[src/rtl/gpc_pkg.sv]
// Shared types and helpers for the (1,5;3) GPC expander: vector type, encoder, weighted-sum function.
package gpc_pkg;

   localparam int GPC_MAX = 7;

   typedef logic [5:0] gpc_vec_t;

   // a5 absorbs 2 when it can; the remainder is a thermometer code growing from a0.
   function automatic gpc_vec_t gpc_enc(input logic [2:0] v);
      logic       a5;
      logic [2:0] t;
      logic [4:0] th;
      a5 = (v >= 3'd2);
      t  = a5 ? (v - 3'd2) : v;
      th = 5'b0;
      for (int i = 0; i < 5; i++) begin
         th[i] = (i < int'(t));
      end
      return {a5, th};
   endfunction

   function automatic logic [2:0] gpc_sum(input gpc_vec_t v);
      logic [2:0] s;
      s = {1'b0, v[5], 1'b0};
      for (int i = 0; i < 5; i++) begin
         s = s + {2'b00, v[i]};
      end
      return s;
   endfunction

endpackage

[src/rtl/gpc_1_5_3_expand_if.sv]
// Handshake bundle for the expander: count-word input stream and GPC-vector output stream.
interface gpc_1_5_3_expand_if #(
   parameter int CW = 8
);
   import gpc_pkg::*;

   logic          in_valid;
   logic          in_ready;
   logic [CW-1:0] in_count;
   logic          out_valid;
   logic          out_ready;
   gpc_vec_t      out_vec;
   logic          out_last;

   modport master (
      output in_valid, in_count, out_ready,
      input  in_ready, out_valid, out_vec, out_last
   );

   modport slave (
      input  in_valid, in_count, out_ready,
      output in_ready, out_valid, out_vec, out_last
   );

endinterface

[src/rtl/gpc_1_5_3_sum.sv]
// Combinational (1,5;3) counter built from full adders; reference for the round-trip check.
// Latency 0; no handshake.
module gpc_1_5_3_sum
   import gpc_pkg::*;
(
   input  gpc_vec_t   vec,
   output logic [2:0] sum
);

   logic s1, c1, s0, c2, s2, c3;

   // Weight-1 column: two full adders fold a0..a4 into one sum bit and two carries.
   assign s1 = vec[0] ^ vec[1] ^ vec[2];
   assign c1 = (vec[0] & vec[1]) | (vec[0] & vec[2]) | (vec[1] & vec[2]);
   assign s0 = vec[3] ^ vec[4] ^ s1;
   assign c2 = (vec[3] & vec[4]) | (vec[3] & s1) | (vec[4] & s1);

   assign s2 = c1 ^ c2 ^ vec[5];
   assign c3 = (c1 & c2) | (c1 & vec[5]) | (c2 & vec[5]);

   assign sum = {c3, s2, s0};

endmodule

[src/rtl/gpc_1_5_3_expand.sv]
// Splits a count word into (1,5;3) GPC vectors of weight <=7 (GPC_EXPAND_CHECK_EN adds round-trip check).
// Latency: first vector valid the cycle after accept; one vector per cycle while out_ready is high.
// Backpressure: vector/last/rem hold while out_ready is low; new counts accepted only on the last beat.
module gpc_1_5_3_expand
   import gpc_pkg::*;
#(
   parameter int CW = 8
) (
   input  logic                      clk,
   input  logic                      rst_n,
   gpc_1_5_3_expand_if.slave         bus,
   output logic                      chk_err
);

   typedef enum logic {IDLE, EMIT} state_t;

   state_t        state;
   logic [CW-1:0] rem;
   logic          vld_q;
   gpc_vec_t      vec_q;
   logic          last_q;

   logic          fire_out;
   logic          accept;
   logic [2:0]    in_v;
   logic [2:0]    rem_v;

   assign fire_out    = vld_q & bus.out_ready;
   assign bus.in_ready = (state == IDLE) | (fire_out & last_q);
   assign accept      = bus.in_valid & bus.in_ready;

   assign bus.out_valid = vld_q;
   assign bus.out_vec   = vec_q;
   assign bus.out_last  = last_q;

   always_comb begin
      in_v  = (bus.in_count > CW'(GPC_MAX)) ? 3'(GPC_MAX) : bus.in_count[2:0];
      rem_v = (rem > CW'(GPC_MAX)) ? 3'(GPC_MAX) : rem[2:0];
   end

   always_ff @(posedge clk) begin
      if (!rst_n) begin
         state  <= IDLE;
         rem    <= '0;
         vld_q  <= 1'b0;
         vec_q  <= '0;
         last_q <= 1'b0;
      end else if (accept) begin
         rem    <= bus.in_count - CW'(in_v);
         vec_q  <= gpc_enc(in_v);
         last_q <= (bus.in_count <= CW'(GPC_MAX));
         vld_q  <= 1'b1;
         state  <= EMIT;
      end else if (fire_out && !last_q) begin
         rem    <= rem - CW'(rem_v);
         vec_q  <= gpc_enc(rem_v);
         last_q <= (rem <= CW'(GPC_MAX));
      end else if (fire_out) begin
         vld_q  <= 1'b0;
         state  <= IDLE;
      end
   end

`ifdef GPC_EXPAND_CHECK_EN
   logic [2:0]    beat_sum;
   logic [CW-1:0] acc_q;
   logic [CW-1:0] cnt_q;
   logic [CW-1:0] acc_nxt;
   logic          err_q;

   // Sums the vector as seen on the bus, so a corrupted output is what gets checked.
   gpc_1_5_3_sum u_sum (
      .vec (bus.out_vec),
      .sum (beat_sum)
   );

   assign acc_nxt = acc_q + CW'(beat_sum);

   always_ff @(posedge clk) begin
      if (!rst_n) begin
         acc_q <= '0;
         cnt_q <= '0;
         err_q <= 1'b0;
      end else begin
         if (accept) begin
            cnt_q <= bus.in_count;
         end
         if (fire_out) begin
            if (bus.out_last) begin
               acc_q <= '0;
               if (acc_nxt != cnt_q) begin
                  err_q <= 1'b1;
               end
            end else begin
               acc_q <= acc_nxt;
            end
         end
      end
   end

   assign chk_err = err_q;
`else
   assign chk_err = 1'b0;
`endif

endmodule

[src/flat_wrapper.sv]
// flat-port wrapper written by rule: the top's interface ports become plain ports
module gpc_1_5_3_expand_flat import gpc_pkg::*;
#(
   parameter int CW = 8
)
  (clk, rst_n, chk_err, bus_in_valid, bus_in_count, bus_out_ready, bus_in_ready, bus_out_valid, bus_out_vec, bus_out_last);
  gpc_1_5_3_expand_if #(.CW(CW)) bus_i ();
  input  logic clk;
  input  logic rst_n;
  output logic chk_err;
  input wire logic [$bits(bus_i.in_valid)-1:0] bus_in_valid;
  input wire logic [$bits(bus_i.in_count)-1:0] bus_in_count;
  input wire logic [$bits(bus_i.out_ready)-1:0] bus_out_ready;
  output wire logic [$bits(bus_i.in_ready)-1:0] bus_in_ready;
  output wire logic [$bits(bus_i.out_valid)-1:0] bus_out_valid;
  output wire logic [$bits(bus_i.out_vec)-1:0] bus_out_vec;
  output wire logic [$bits(bus_i.out_last)-1:0] bus_out_last;
  assign bus_i.in_valid = bus_in_valid;
  assign bus_i.in_count = bus_in_count;
  assign bus_i.out_ready = bus_out_ready;
  assign bus_in_ready = bus_i.in_ready;
  assign bus_out_valid = bus_i.out_valid;
  assign bus_out_vec = bus_i.out_vec;
  assign bus_out_last = bus_i.out_last;
  gpc_1_5_3_expand #(.CW(CW)) u_core (.clk(clk), .rst_n(rst_n), .bus(bus_i), .chk_err(chk_err));
endmodule
[config.mk]
export PLATFORM = sky130hd
export DESIGN_NAME = gpc_1_5_3_expand_flat
export DESIGN_NICKNAME = d
export VERILOG_FILES = /design/src/rtl/gpc_pkg.sv /design/src/rtl/gpc_1_5_3_expand_if.sv /design/src/rtl/gpc_1_5_3_sum.sv /design/src/rtl/gpc_1_5_3_expand.sv /design/src/flat_wrapper.sv
export SDC_FILE = /design/constraint.sdc
export NUM_CORES = 1
export LEC_CHECK = 0
export ABC_AREA = 1
export CAP_MARGIN = 15
export CELL_PAD_IN_SITES_DETAIL_PLACEMENT = 1
export CELL_PAD_IN_SITES_GLOBAL_PLACEMENT = 1
export CORE_UTILIZATION = 46
export DETAILED_ROUTE_END_ITERATION = 7
export DONT_BUFFER_PORTS = 1
export PLACE_DENSITY = 0.88
export SLEW_MARGIN = 20
export SYNTH_ARGS = -nofsm -noshare
export SYNTH_HDL_FRONTEND = slang
export SYNTH_SLANG_ARGS = --single-unit
[constraint.sdc]
create_clock -name clk -period 4.8 [get_ports clk]
set_clock_uncertainty 0.1 [all_clocks]
set_input_delay 0.48 -clock clk [delete_from_list [all_inputs] [get_ports clk]]
set_output_delay 0.48 -clock clk [all_outputs]
set_load 0.01 [all_outputs]
==> flow_summary.yaml <==
run_status:
  status: "finished clean"
worst_setup_path:
  critPathKind: "reg -> reg"
  cp-start-kind: "flip-flop"
  crit_fanout: 13
  cp.required_ns: 4.89
  arrival_ns: 2.18
  worstSetupEndpointType: "flip-flop"
placed_design:
  place.gp.congestion: 0.855
  portBuffers: 0
  post_dp_cell_area_mm2: 0.00116
  pre_cts_slack_ns: 2.71
  place.detailed.hpwl_mm: 2.60
clock_tree:
  htreeDepth: 1
  cts_sinks: 16
  cts_resized: 0
  clk_latency_ns: 0.30
  cts.clk_slew.worst_paths_ns: 0.10
  numCtsBuffers: 3
  clockBufferDepth: 2
  cts_tree: "done"
  postCtsSetupBuffers: 0
  ctsHoldBuffers: 0
  cts_root_buf: "clkbuf_4"
drt:
  routed_via_density: 5.64
  drc: 0
  post_drt_wl_per_cell_um: 16.0
  drtPass1Iterations: 4
  wirelength_mm: 3.29
  drtIter0Drc: 22
  route.vias.total: 1157
  ant_nets: 0
grt:
  use_met3_pct: 4.39
  grt_overflow: 0
  use_met2_pct: 51.3
  grt_pass1_vias: 1218
  grtUsageTotal_pct: 27.1
  antenna_found_initial: 0
  grt_first_pass_wirelength_mm: 5.33
  grt_start_max_net_pins: 14
  use_met1_pct: 30.0
  grt.busiest_layer: "met2"
synthesis:
  synthTopCellsByArea: "dfxtp_1 28%, nand2_1 13%, inv_1 9.7%, nand3_1 8.2%, nand2_2 4.3%"
  synthesis.area_mm2: 0.00116
  synth-seq-cells: 16
  ys_types: 33
  synth.net_count: 192
  ys_seq_area_share_pct: 27.7
  synth_top_area_share_pct: 27.7
  syn_area_per_cell_um2: 6.49
  yosysWarnings: 0
  synth.largest_area_cell: "dfxtp_1"
  synthCells: 178
power:
  p_leak_nw: 0.607
  vdd_ir_drop_max_mv: 0.228
  powerDensity_mw_per_mm2: 329
  finalPower_mw: 0.393
timing:
  fin_tns_setup_ns: 0
  layout_setup_ws_ns: 2.71
  setup_violations: 0
  rsz0062_at_grt: "false"
  fmax_mhz: 478
  final_max_slew_viol_count: 0
  fin_crit_sh_pct: 43.5
  period_needed_ns: 2.09
  hold_viol_final: 0
final_layout:
  syn_to_final_growth_pct: 3.14
  drive_above_1_share_pct: 15.8
  diodes: 0
  final_cell_area_mm2: 0.00119
  fin_nets: 192
die:
  die_h_um: 52.1
  start_util_pct: 50.3
  die_area_mm2: 0.00272
  die_x_um: 52.1
  num_rows: 17
  pin_count: 22
  core_mm2: 0.00230
job:
  max-cap-violations: 0
hold_path:
  hp-class: "in -> reg"
worst max-delay path, stage by stage (launching register included):
cell and delay, ns:
dfxtp_1 0.43, nand2_1 0.08, nand2_1 0.16, nand2_1 0.33
nand2_2 0.33, inv_1 0.21, o31ai_2 0.27, inv_1 0.06
cell families after synthesis:
group / share of synthesized area (%)
buf+inv: 13.4
simple gates: 39.0
other cells: 0.324
fa+ha+maj: 2.16
flops: 27.7
compound gates: 17.4
metal layers:
layer	up-vias	wire length, um
met3	7	135
met5	-	0
met2	30	1740
met4	0	50
met1	551	1360
li1	569	-
stage by stage:
step / hold slack, ns / cells / util [%]
after floorplan: 0.369 / 178 / -
after global placement: 0.392 / 201 / 50.3
after detailed placement: 0.395 / 201 / 50.3
after CTS: 0.189 / 205 / 51.9
after global routing: 0.198 / 205 / 51.9
final: 0.187 / 205 / 51.9
registers in the layout (all words and copies together), names as in the netlist:
| signal | count |
|---|---|
| u_core.bus.out_last | 1 |
| u_core.bus.out_vec | 6 |
| u_core.state | 1 |
| u_core.rem | 8 |
cell usage in the layout (no fill, tap or decap), drive strengths merged:
cell / netlist / routed
o211ai: 3 / 3
conb: 1 / 1
inv: 32 / 32
o31ai: 3 / 3
dfxtp: 16 / 16
nand4: 1 / 1
clkbuf: 1 / 4
nand3: 22 / 22
o21ai: 11 / 11
a21oi: 8 / 8
nor3: 2 / 2
o22ai: 3 / 3
nor2: 15 / 15
a31oi: 3 / 3
nand2: 49 / 49
ha: 2 / 2
o21bai: 1 / 1
or2: 1 / 1
final cells by class:
class                   instances  area [um^2]
multi-input cells             125          681
inverters                      32          120
clock buffers                   4         36.3
flip-flops and latches         16          320
well taps                      28         35.0
fillers                       327         1100
synthesized netlist by cell type:
library cell / count
a21oi_2: 1
o31ai_1: 2
o21ai_2: 2
o22ai_1: 3
buf_2: 1
inv_2: 2
ha_1: 2
inv_1: 30
nand3_4: 2
o21ai_0: 8
clkbuf_1: 1
o31ai_2: 1
nor2_4: 1
nand2_4: 1
buf_6: 1
nor3_2: 1
or2_2: 1
conb_1: 1
nand2_2: 8
nand3_2: 1
nand3_1: 19
nor3_1: 1
nor2_1: 11
nand2_1: 40
o21ai_1: 1
a21oi_1: 7
o21bai_1: 1
nand4_1: 1
buf_4: 2
o211ai_1: 3
a31oi_1: 3
nor2_2: 3
dfxtp_1: 16
path summary, 6_finish.rpt:
check / to / startpoint / cells past startpoint / slack, ns
worst max-delay path: u_core.bus.out_vec[3]$_SDFFE_PN0P_ / u_core.bus.out_last$_SDFFE_PN0P_ / 7 / 2.71
worst min-delay path: u_core.rem[4]$_SDFFE_PN0P_ / rst_n / 2 / 0.19
worst max register to register: u_core.bus.out_vec[3]$_SDFFE_PN0P_ / u_core.bus.out_last$_SDFFE_PN0P_ / 7 / 2.71
worst min register to register: u_core.rem[1]$_SDFFE_PN0P_ / u_core.rem[1]$_SDFFE_PN0P_ / 2 / 0.44
report_power, final:
part | switching [mW] | total, mW | internal [mW]
clock network | 0.0454 | 0.0917 | 0.0463
logic | 0.0914 | 0.136 | 0.0449
registers | 0.0167 | 0.165 | 0.148
total | 0.153 | 0.393 | 0.239
Power figures use the tool's default switching activity.
